### config.mk
export PLATFORM = sky130hd
export DESIGN_NAME = mdio_arbiter_master_flat
export DESIGN_NICKNAME = d
export VERILOG_FILES = /design/src/rtl/mdio_arbiter_master_if.sv /design/src/rtl/mdio_arbiter_master.sv /design/src/flat_wrapper.sv
export SDC_FILE = /design/constraint.sdc
export NUM_CORES = 1
export LEC_CHECK = 0
export CAP_MARGIN = 20
export CORE_ASPECT_RATIO = 0.5
export CORE_MARGIN = 2
export CORE_UTILIZATION = 30
export CTS_CLUSTER_DIAMETER = 100
export DETAILED_ROUTE_END_ITERATION = 8
export PLACE_DENSITY = 0.49
export SYNTH_ARGS = -nofsm -noshare
export SYNTH_HDL_FRONTEND = slang
export SYNTH_SLANG_ARGS = --single-unit
export TNS_END_PERCENT = 50
### constraint.sdc
create_clock -name clk -period 3.55 [get_ports clk]
set_clock_uncertainty 0.15 [all_clocks]
set_input_delay 0.71 -clock clk [delete_from_list [all_inputs] [get_ports clk]]
set_output_delay 0.71 -clock clk [all_outputs]
set_load 0.01 [all_outputs]
### src/rtl/mdio_arbiter_master_if.sv
// Management-port bundle of the two-requester Clause-22 MDIO master:
// requester command/handshake signals plus the MDC/MDIO pad signals.
interface mdio_arbiter_master_if;
   logic        req0;
   logic        req1;
   logic        op0;
   logic        op1;
   logic [4:0]  phy0;
   logic [4:0]  phy1;
   logic [4:0]  reg0;
   logic [4:0]  reg1;
   logic [15:0] wdat0;
   logic [15:0] wdat1;
   logic [1:0]  gnt;
   logic        done;
   logic        done_id;
   logic [15:0] rdata;
   logic        busy;
   logic        mdc;
   logic        mdio_o;
   logic        mdio_oe;
   logic        mdio_i;

   modport master (
      input  req0, req1, op0, op1, phy0, phy1, reg0, reg1, wdat0, wdat1, mdio_i,
      output gnt, done, done_id, rdata, busy, mdc, mdio_o, mdio_oe
   );

   modport slave (
      output req0, req1, op0, op1, phy0, phy1, reg0, reg1, wdat0, wdat1, mdio_i,
      input  gnt, done, done_id, rdata, busy, mdc, mdio_o, mdio_oe
   );
endinterface

### src/rtl/mdio_arbiter_master.sv
// Clause-22 MDIO master shared by two requesters with round-robin arbitration.
// Generates MDC, serializes preamble + 32-bit frame, captures read data and
// reports per-requester completion. All bus updates happen on MDC falling ticks.
module mdio_arbiter_master #(
   parameter int CLK_DIV = 64,
   parameter int PRE_LEN = 32
) (
   input  logic clk,
   input  logic rst,
   mdio_arbiter_master_if.master bus
);

   localparam int CNT_W = $clog2(CLK_DIV);
   localparam logic [CNT_W-1:0] CNT_LAST = CNT_W'(CLK_DIV - 1);
   localparam logic [5:0] PRE_LAST = 6'((PRE_LEN > 0) ? (PRE_LEN - 1) : 0);
   localparam logic [5:0] BIT_LAST = 6'd31;
   localparam logic [5:0] TA_IDX   = 6'd14;
   localparam logic [5:0] DATA_IDX = 6'd16;

   typedef enum logic [1:0] {
      ST_IDLE  = 2'd0,
      ST_PRE   = 2'd1,
      ST_FRAME = 2'd2,
      ST_END   = 2'd3
   } state_t;

   // Frame word MSB first. On reads TA/DATA are released, so the bits are don't-care.
   function automatic logic [31:0] build_frame(input logic op, input logic [4:0] phy,
                                               input logic [4:0] regad, input logic [15:0] wdat);
      logic [31:0] w;
      if (op) begin
         w = {2'b01, 2'b10, phy, regad, 2'b11, 16'hFFFF};
      end else begin
         w = {2'b01, 2'b01, phy, regad, 2'b10, wdat};
      end
      return w;
   endfunction

   state_t            state_q,   state_d;
   logic [CNT_W-1:0]  cnt_q,     cnt_d;
   logic              mdc_q,     mdc_d;
   logic [5:0]        bit_q,     bit_d;
   logic [31:0]       frame_q,   frame_d;
   logic              op_q,      op_d;
   logic              owner_q,   owner_d;
   logic              ptr_q,     ptr_d;
   logic [15:0]       rx_q,      rx_d;
   logic [15:0]       rdata_q,   rdata_d;
   logic              done_q,    done_d;
   logic              done_id_q, done_id_d;
   logic [1:0]        gnt_q,     gnt_d;
   logic              busy_q,    busy_d;
   logic              mdio_o_q,  mdio_o_d;
   logic              mdio_oe_q, mdio_oe_d;

   logic              tick_s;
   logic              fall_s;
   logic              rise_s;
   logic              req_any_s;
   logic              win_s;
   logic              win_op_s;
   logic [4:0]        win_phy_s;
   logic [4:0]        win_reg_s;
   logic [15:0]       win_wdat_s;
   logic [31:0]       win_frame_s;
   logic              launch_s;
   logic [5:0]        bit_nxt_s;

   assign tick_s      = (cnt_q == CNT_LAST);
   assign fall_s      = tick_s & mdc_q;
   assign rise_s      = tick_s & ~mdc_q;
   assign req_any_s   = bus.req0 | bus.req1;
   // Both pending: pointer decides; otherwise the single requester wins.
   assign win_s       = (bus.req0 & bus.req1) ? ptr_q : bus.req1;
   assign win_op_s    = win_s ? bus.op1   : bus.op0;
   assign win_phy_s   = win_s ? bus.phy1  : bus.phy0;
   assign win_reg_s   = win_s ? bus.reg1  : bus.reg0;
   assign win_wdat_s  = win_s ? bus.wdat1 : bus.wdat0;
   assign win_frame_s = build_frame(win_op_s, win_phy_s, win_reg_s, win_wdat_s);
   assign bit_nxt_s   = bit_q + 6'd1;

   // Next-state logic: MDC divider, frame sequencer, read capture and arbitration.
   always_comb begin
      state_d   = state_q;
      cnt_d     = cnt_q;
      mdc_d     = mdc_q;
      bit_d     = bit_q;
      frame_d   = frame_q;
      op_d      = op_q;
      owner_d   = owner_q;
      ptr_d     = ptr_q;
      rx_d      = rx_q;
      rdata_d   = rdata_q;
      done_d    = 1'b0;
      done_id_d = done_id_q;
      gnt_d     = 2'b00;
      busy_d    = busy_q;
      mdio_o_d  = mdio_o_q;
      mdio_oe_d = mdio_oe_q;
      launch_s  = 1'b0;

      if (tick_s) begin
         cnt_d = '0;
         mdc_d = ~mdc_q;
      end else begin
         cnt_d = cnt_q + CNT_W'(1);
         mdc_d = mdc_q;
      end

      // Read data is sampled mid-bit, MSB first.
      if (rise_s && (state_q == ST_FRAME) && op_q && (bit_q >= DATA_IDX)) begin
         rx_d = {rx_q[14:0], bus.mdio_i};
      end else begin
         rx_d = rx_q;
      end

      if (fall_s) begin
         case (state_q)
            ST_IDLE: begin
               if (req_any_s) begin
                  launch_s = 1'b1;
               end else begin
                  launch_s = 1'b0;
               end
            end
            ST_PRE: begin
               if (bit_q == PRE_LAST) begin
                  state_d   = ST_FRAME;
                  bit_d     = 6'd0;
                  mdio_o_d  = frame_q[31];
                  mdio_oe_d = 1'b1;
                  frame_d   = {frame_q[30:0], 1'b0};
               end else begin
                  bit_d = bit_nxt_s;
               end
            end
            ST_FRAME: begin
               if (bit_q == BIT_LAST) begin
                  state_d   = ST_END;
                  mdio_o_d  = 1'b1;
                  mdio_oe_d = 1'b0;
               end else begin
                  bit_d     = bit_nxt_s;
                  mdio_o_d  = frame_q[31];
                  frame_d   = {frame_q[30:0], 1'b0};
                  // Reads release the bus from the first TA bit onward.
                  mdio_oe_d = ~(op_q & (bit_nxt_s >= TA_IDX));
               end
            end
            ST_END: begin
               done_d    = 1'b1;
               done_id_d = owner_q;
               busy_d    = 1'b0;
               state_d   = ST_IDLE;
               mdio_o_d  = 1'b1;
               mdio_oe_d = 1'b0;
               if (op_q) begin
                  rdata_d = rx_q;
               end else begin
                  rdata_d = rdata_q;
               end
               if (req_any_s) begin
                  launch_s = 1'b1;
               end else begin
                  launch_s = 1'b0;
               end
            end
            default: begin
               state_d   = ST_IDLE;
               busy_d    = 1'b0;
               mdio_o_d  = 1'b1;
               mdio_oe_d = 1'b0;
            end
         endcase
      end else begin
         state_d = state_q;
      end

      // A grant overrides the idle values set above (back-to-back frames).
      if (launch_s) begin
         gnt_d   = win_s ? 2'b10 : 2'b01;
         ptr_d   = ~win_s;
         owner_d = win_s;
         op_d    = win_op_s;
         busy_d  = 1'b1;
         bit_d   = 6'd0;
         rx_d    = 16'h0000;
         mdio_oe_d = 1'b1;
         if (PRE_LEN == 0) begin
            state_d  = ST_FRAME;
            mdio_o_d = win_frame_s[31];
            frame_d  = {win_frame_s[30:0], 1'b0};
         end else begin
            state_d  = ST_PRE;
            mdio_o_d = 1'b1;
            frame_d  = win_frame_s;
         end
      end else begin
         gnt_d = 2'b00;
      end
   end

   // State and output registers; reset abandons any frame and releases the bus.
   always_ff @(posedge clk or posedge rst) begin
      if (rst) begin
         state_q   <= ST_IDLE;
         cnt_q     <= '0;
         mdc_q     <= 1'b0;
         bit_q     <= 6'd0;
         frame_q   <= 32'h0000_0000;
         op_q      <= 1'b0;
         owner_q   <= 1'b0;
         ptr_q     <= 1'b0;
         rx_q      <= 16'h0000;
         rdata_q   <= 16'h0000;
         done_q    <= 1'b0;
         done_id_q <= 1'b0;
         gnt_q     <= 2'b00;
         busy_q    <= 1'b0;
         mdio_o_q  <= 1'b1;
         mdio_oe_q <= 1'b0;
      end else begin
         state_q   <= state_d;
         cnt_q     <= cnt_d;
         mdc_q     <= mdc_d;
         bit_q     <= bit_d;
         frame_q   <= frame_d;
         op_q      <= op_d;
         owner_q   <= owner_d;
         ptr_q     <= ptr_d;
         rx_q      <= rx_d;
         rdata_q   <= rdata_d;
         done_q    <= done_d;
         done_id_q <= done_id_d;
         gnt_q     <= gnt_d;
         busy_q    <= busy_d;
         mdio_o_q  <= mdio_o_d;
         mdio_oe_q <= mdio_oe_d;
      end
   end

   assign bus.gnt     = gnt_q;
   assign bus.done    = done_q;
   assign bus.done_id = done_id_q;
   assign bus.rdata   = rdata_q;
   assign bus.busy    = busy_q;
   assign bus.mdc     = mdc_q;
   assign bus.mdio_o  = mdio_o_q;
   assign bus.mdio_oe = mdio_oe_q;

endmodule

### src/flat_wrapper.sv
// flat-port wrapper written by rule: the top's interface ports become plain ports
module mdio_arbiter_master_flat 
#(
   parameter int CLK_DIV = 64,
   parameter int PRE_LEN = 32
)
  (clk, rst, bus_req0, bus_req1, bus_op0, bus_op1, bus_phy0, bus_phy1, bus_reg0, bus_reg1, bus_wdat0, bus_wdat1, bus_mdio_i, bus_gnt, bus_done, bus_done_id, bus_rdata, bus_busy, bus_mdc, bus_mdio_o, bus_mdio_oe);
  mdio_arbiter_master_if bus_i ();
  input  logic clk;
  input  logic rst;
  input wire logic [$bits(bus_i.req0)-1:0] bus_req0;
  input wire logic [$bits(bus_i.req1)-1:0] bus_req1;
  input wire logic [$bits(bus_i.op0)-1:0] bus_op0;
  input wire logic [$bits(bus_i.op1)-1:0] bus_op1;
  input wire logic [$bits(bus_i.phy0)-1:0] bus_phy0;
  input wire logic [$bits(bus_i.phy1)-1:0] bus_phy1;
  input wire logic [$bits(bus_i.reg0)-1:0] bus_reg0;
  input wire logic [$bits(bus_i.reg1)-1:0] bus_reg1;
  input wire logic [$bits(bus_i.wdat0)-1:0] bus_wdat0;
  input wire logic [$bits(bus_i.wdat1)-1:0] bus_wdat1;
  input wire logic [$bits(bus_i.mdio_i)-1:0] bus_mdio_i;
  output wire logic [$bits(bus_i.gnt)-1:0] bus_gnt;
  output wire logic [$bits(bus_i.done)-1:0] bus_done;
  output wire logic [$bits(bus_i.done_id)-1:0] bus_done_id;
  output wire logic [$bits(bus_i.rdata)-1:0] bus_rdata;
  output wire logic [$bits(bus_i.busy)-1:0] bus_busy;
  output wire logic [$bits(bus_i.mdc)-1:0] bus_mdc;
  output wire logic [$bits(bus_i.mdio_o)-1:0] bus_mdio_o;
  output wire logic [$bits(bus_i.mdio_oe)-1:0] bus_mdio_oe;
  assign bus_i.req0 = bus_req0;
  assign bus_i.req1 = bus_req1;
  assign bus_i.op0 = bus_op0;
  assign bus_i.op1 = bus_op1;
  assign bus_i.phy0 = bus_phy0;
  assign bus_i.phy1 = bus_phy1;
  assign bus_i.reg0 = bus_reg0;
  assign bus_i.reg1 = bus_reg1;
  assign bus_i.wdat0 = bus_wdat0;
  assign bus_i.wdat1 = bus_wdat1;
  assign bus_i.mdio_i = bus_mdio_i;
  assign bus_gnt = bus_i.gnt;
  assign bus_done = bus_i.done;
  assign bus_done_id = bus_i.done_id;
  assign bus_rdata = bus_i.rdata;
  assign bus_busy = bus_i.busy;
  assign bus_mdc = bus_i.mdc;
  assign bus_mdio_o = bus_i.mdio_o;
  assign bus_mdio_oe = bus_i.mdio_oe;
  mdio_arbiter_master #(.CLK_DIV(CLK_DIV), .PRE_LEN(PRE_LEN)) u_core (.clk(clk), .rst(rst), .bus(bus_i));
endmodule
==> load_flow_metrics.sql <==
INSERT INTO impl_metrics (metric_group, metric, value, unit) VALUES
('power_and_ir_drop', 'power.share.clock', '47.7', '%'),
('timing', 'setup_tns', '0', 'ns'),
('clock_tree', 'post_cts_hold_buffer_count', '0', ''),
('timing', 'relSlewSlack', '55.4', '%'),
('place', 'hpwlAfterDp', '6.60', 'mm'),
('die', 'die_y', '88.8', 'um'),
('die', 'die_width', '174', 'um'),
('layout', 'num_antenna_cells', '0', ''),
('critical_path', 'cpMaxStageDelayCell', 'sky130_fd_sc_hd__o211ai_4', ''),
('timing', 'final_max_slew_viol_count', '0', ''),
('die', 'rows', '30', ''),
('synth', 'synth_seq_cells', '89', ''),
('critical_path', 'maximum_cell_stage_delay_along_the_critical_path', '0.59', 'ns'),
('power_and_ir_drop', 'ir_worst_vdd', '0.236', 'mV'),
('clock_tree', 'h-tree-depth', '3', ''),
('flow_run', 'cap_violations', '0', ''),
('die', 'fp.coreArea', '13800', 'um^2'),
('clock_tree', 'postCtsResizedCells', '0', ''),
('critical_path', 'r2r_setup_slk', '0.90', 'ns'),
('critical_path', 'endpoint_kind', 'flop', ''),
('power_and_ir_drop', 'power.net_switching', '0.463', 'mW'),
('synth', 'yosys_warnings', '0', ''),
('global_routing', 'grt_first_pass_wirelength', '15.5', 'mm'),
('routing', 'firstDrtPassIters', '4', ''),
('clock_tree', 'cts-buffers-inserted', '9', ''),
('global_routing', 'vias_in_the_first_global_route', '2949', ''),
('critical_path', 'timing.critical_path.required', '3.62', 'ns'),
('synth', 'post_synth_inst_count', '402', ''),
('clock_tree', 'clk-insertion-delay-late', '0.34', 'ns'),
('global_routing', 'gr_util_all_layers', '12.9', '%'),
('layout', 'mostFrequentLayoutCells', 'sky130_fd_sc_hd__dfrtp_1 (88), sky130_fd_sc_hd__clkdlybuf4s50_1 (82), sky130_fd_sc_hd__nand2_1 (58)', ''),
('clock_tree', 'cts.repair_timing.setup_buffer_count', '0', ''),
('worst_hold_path', 'holdCritPathClass', 'reg -> reg', ''),
('synth', 'avgSynthCellArea', '10.7', 'um^2'),
('critical_path', 'critical_path.cell_chain', 'inv_1 -> ha_1 -> inv_1 -> o31a_1 -> o211ai_4 -> buf_12 -> a311oi_1 -> a21o_1', ''),
('layout', 'area_delta_synth_final', '31.2', '%'),
('die', 'die_area', '15400', 'um^2'),
('layout', 'drive_above_1_share', '11.0', '%'),
('synth', 'async_reset_ff_share', '100', '%'),
('timing', 'timing.fmax', '0.377', 'GHz'),
('routing', 'routed_wirelength', '9.49', 'mm'),
('synth', 'sequential_area_share_after_synthesis', '51.7', '%'),
('layout', 'final_cell_count_no_fill', '676', ''),
('clock_tree', 'cts.sinks', '89', ''),
('layout', 'finalCoreUtilization', '41.1', '%'),
('place', 'gp_routability_congestion', '0.773', ''),
('timing', 'hold_viol', '0', ''),
('place', 'place_inst', '660', ''),
('power_and_ir_drop', 'combPwrFrac', '5.7', '%'),
('critical_path', 'crit_path_kind', 'reg -> reg', ''),
('timing', 'post-route-min-period', '2.65', 'ns'),
('routing', 'detail_route.iter0.violations', '193', ''),
('routing', 'remaining_drc_errors', '0', ''),
('layout', 'layout.filler_cells', '1370', ''),
('clock_tree', 'clk_pin_slew_worst_paths', '0.07', 'ns'),
('power_and_ir_drop', 'power_report.internal_total', '1.71', 'mW'),
('clock_tree', 'tritoncts', 'built', ''),
('timing', 'hold-worst-slack', '0.329', 'ns'),
('power_and_ir_drop', 'power_frac_seq', '46.7', '%'),
('routing', 'routed_wire_length_per_instance', '14.0', 'um'),
('critical_path', 'worst-endpoint-arrival', '2.72', 'ns'),
('synth', 'synthesized_netlist_net_count', '468', ''),
('critical_path', 'path_common_cell', 'sky130_fd_sc_hd__inv_1', ''),
('outcome', 'status', 'finished clean', ''),
('synth', 'mappedNetlistArea', '4310', 'um^2'),
('layout', 'final_nets', '545', ''),
('timing', 'setup_viol_count_final', '0', ''),
('synth', 'most_used_dff_post_synth', 'sky130_fd_sc_hd__dfrtp_1', ''),
('die', 'effective_utilization_at_floorplan', '31.3', '%'),
('routing', 'via_per_inst', '4.64', ''),
('power_and_ir_drop', 'p_leak', '2.45', 'nW');
layout make-up:
type	instances	area (um^2)	share of cell area, %
Tap cell	192	240	4.25
Clock inverter	7	101	1.79
Clock buffer	9	225	3.98
Timing Repair Buffer	91	926	16.4
Multi-Input combinational cell	276	1890	33.4
Inverter	12	46.3	0.818
Sequential cell	89	2230	39.4
metal layers:
layer	vias up	part of all wire (%)	track usage (%)
met1	1497	49	17.7
li1	1578	-	-
met2	55	46	20.7
met4	0	0.74	3.47
met3	4	3.8	3.26
met5	-	0	0
state kept, by name (all words and copies together), names as in the netlist, 2 cells and up:
signal	cells
u_core.bit_q	6
u_core.state_q	2
u_core.bus.rdata	16
u_core.rx_q	16
u_core.frame_q	32
u_core.bus.gnt	2
u_core.cnt_q	6
cell families after synthesis:
logic type	share of synthesized area, %
AO/OA/AOI/OAI	15.9
XOR/XNOR	1.22
adder cells (fa/ha/maj)	2.03
buffers and inverters	4.96
flip-flops	51.7
multiplexers	12.1
AND/OR/NAND/NOR	12.1
critical path, delay by kind of cell, from the launching register on:
| kind | cells | cell delay (ns) |
|---|---|---|
| buf+inv | 3 | 0.43 |
| compound gates | 4 | 1.25 |
| flops | 1 | 0.41 |
| fa+ha+maj | 1 | 0.29 |
power groups by stage:
stage / registers, mW / clock network [mW] / logic [mW]
finish: 1.01 / 1.04 / 0.123
global route: 1.01 / 1.12 / 0.136
CTS: 1.01 / 1.07 / 0.127
floorplan: 1.03 / 0 / 0.0401
detailed placement: 1.03 / 0 / 0.127
global placement: 1.03 / 0 / 0.127
per-stage QoR:
stage / cell area (um^2) / worst slack, ns / power (mW)
after CTS: 5660 / 0.881 / 2.21
final: 5660 / 0.899 / 2.17
after floorplan: 4310 / 0.385 / 1.07
after global routing: 5660 / 0.677 / 2.27
after detailed placement: 5330 / 0.593 / 1.16
after global placement: 5330 / 0.657 / 1.16
final timing paths:
kind,startpoint,endpoint,cells past startpoint
max in group asynchronous,rst,u_core.bus.mdio_o,3
setup / recovery,u_core.state_q[0],u_core.frame_q[19],8
setup reg to reg,u_core.state_q[0],u_core.frame_q[19],8
hold / removal,u_core.frame_q[17],u_core.frame_q[17],2
min in group asynchronous,rst,u_core.bus.rdata[10],2
hold reg to reg,u_core.frame_q[17],u_core.frame_q[17],2
synthesized netlist by cell type, drive strengths merged, types with 2 or more instances:
cell	n	area share [%]
mux2	17	4.4
o31a	2	0.41
o21ai	26	3.0
o2bb2ai	15	3.0
clkbuf	3	0.29
a21o	11	1.9
o211ai	4	1.0
nor2b	2	0.29
a311oi	10	2.0
o31ai	6	1.0
xor2	4	0.81
nor3	4	0.58
inv	12	1.0
nand4b	2	0.41
nor2	39	3.4
mux2i	33	7.7
dfrtp	88	51
and2	2	0.29
ha	7	2.0
nand3	9	1.5
xnor2	2	0.41
buf	22	3.6
a2111oi	2	0.41
a21oi	4	0.46
nand2	58	5.0
Note: power is estimated with default switching activity, not from simulation.
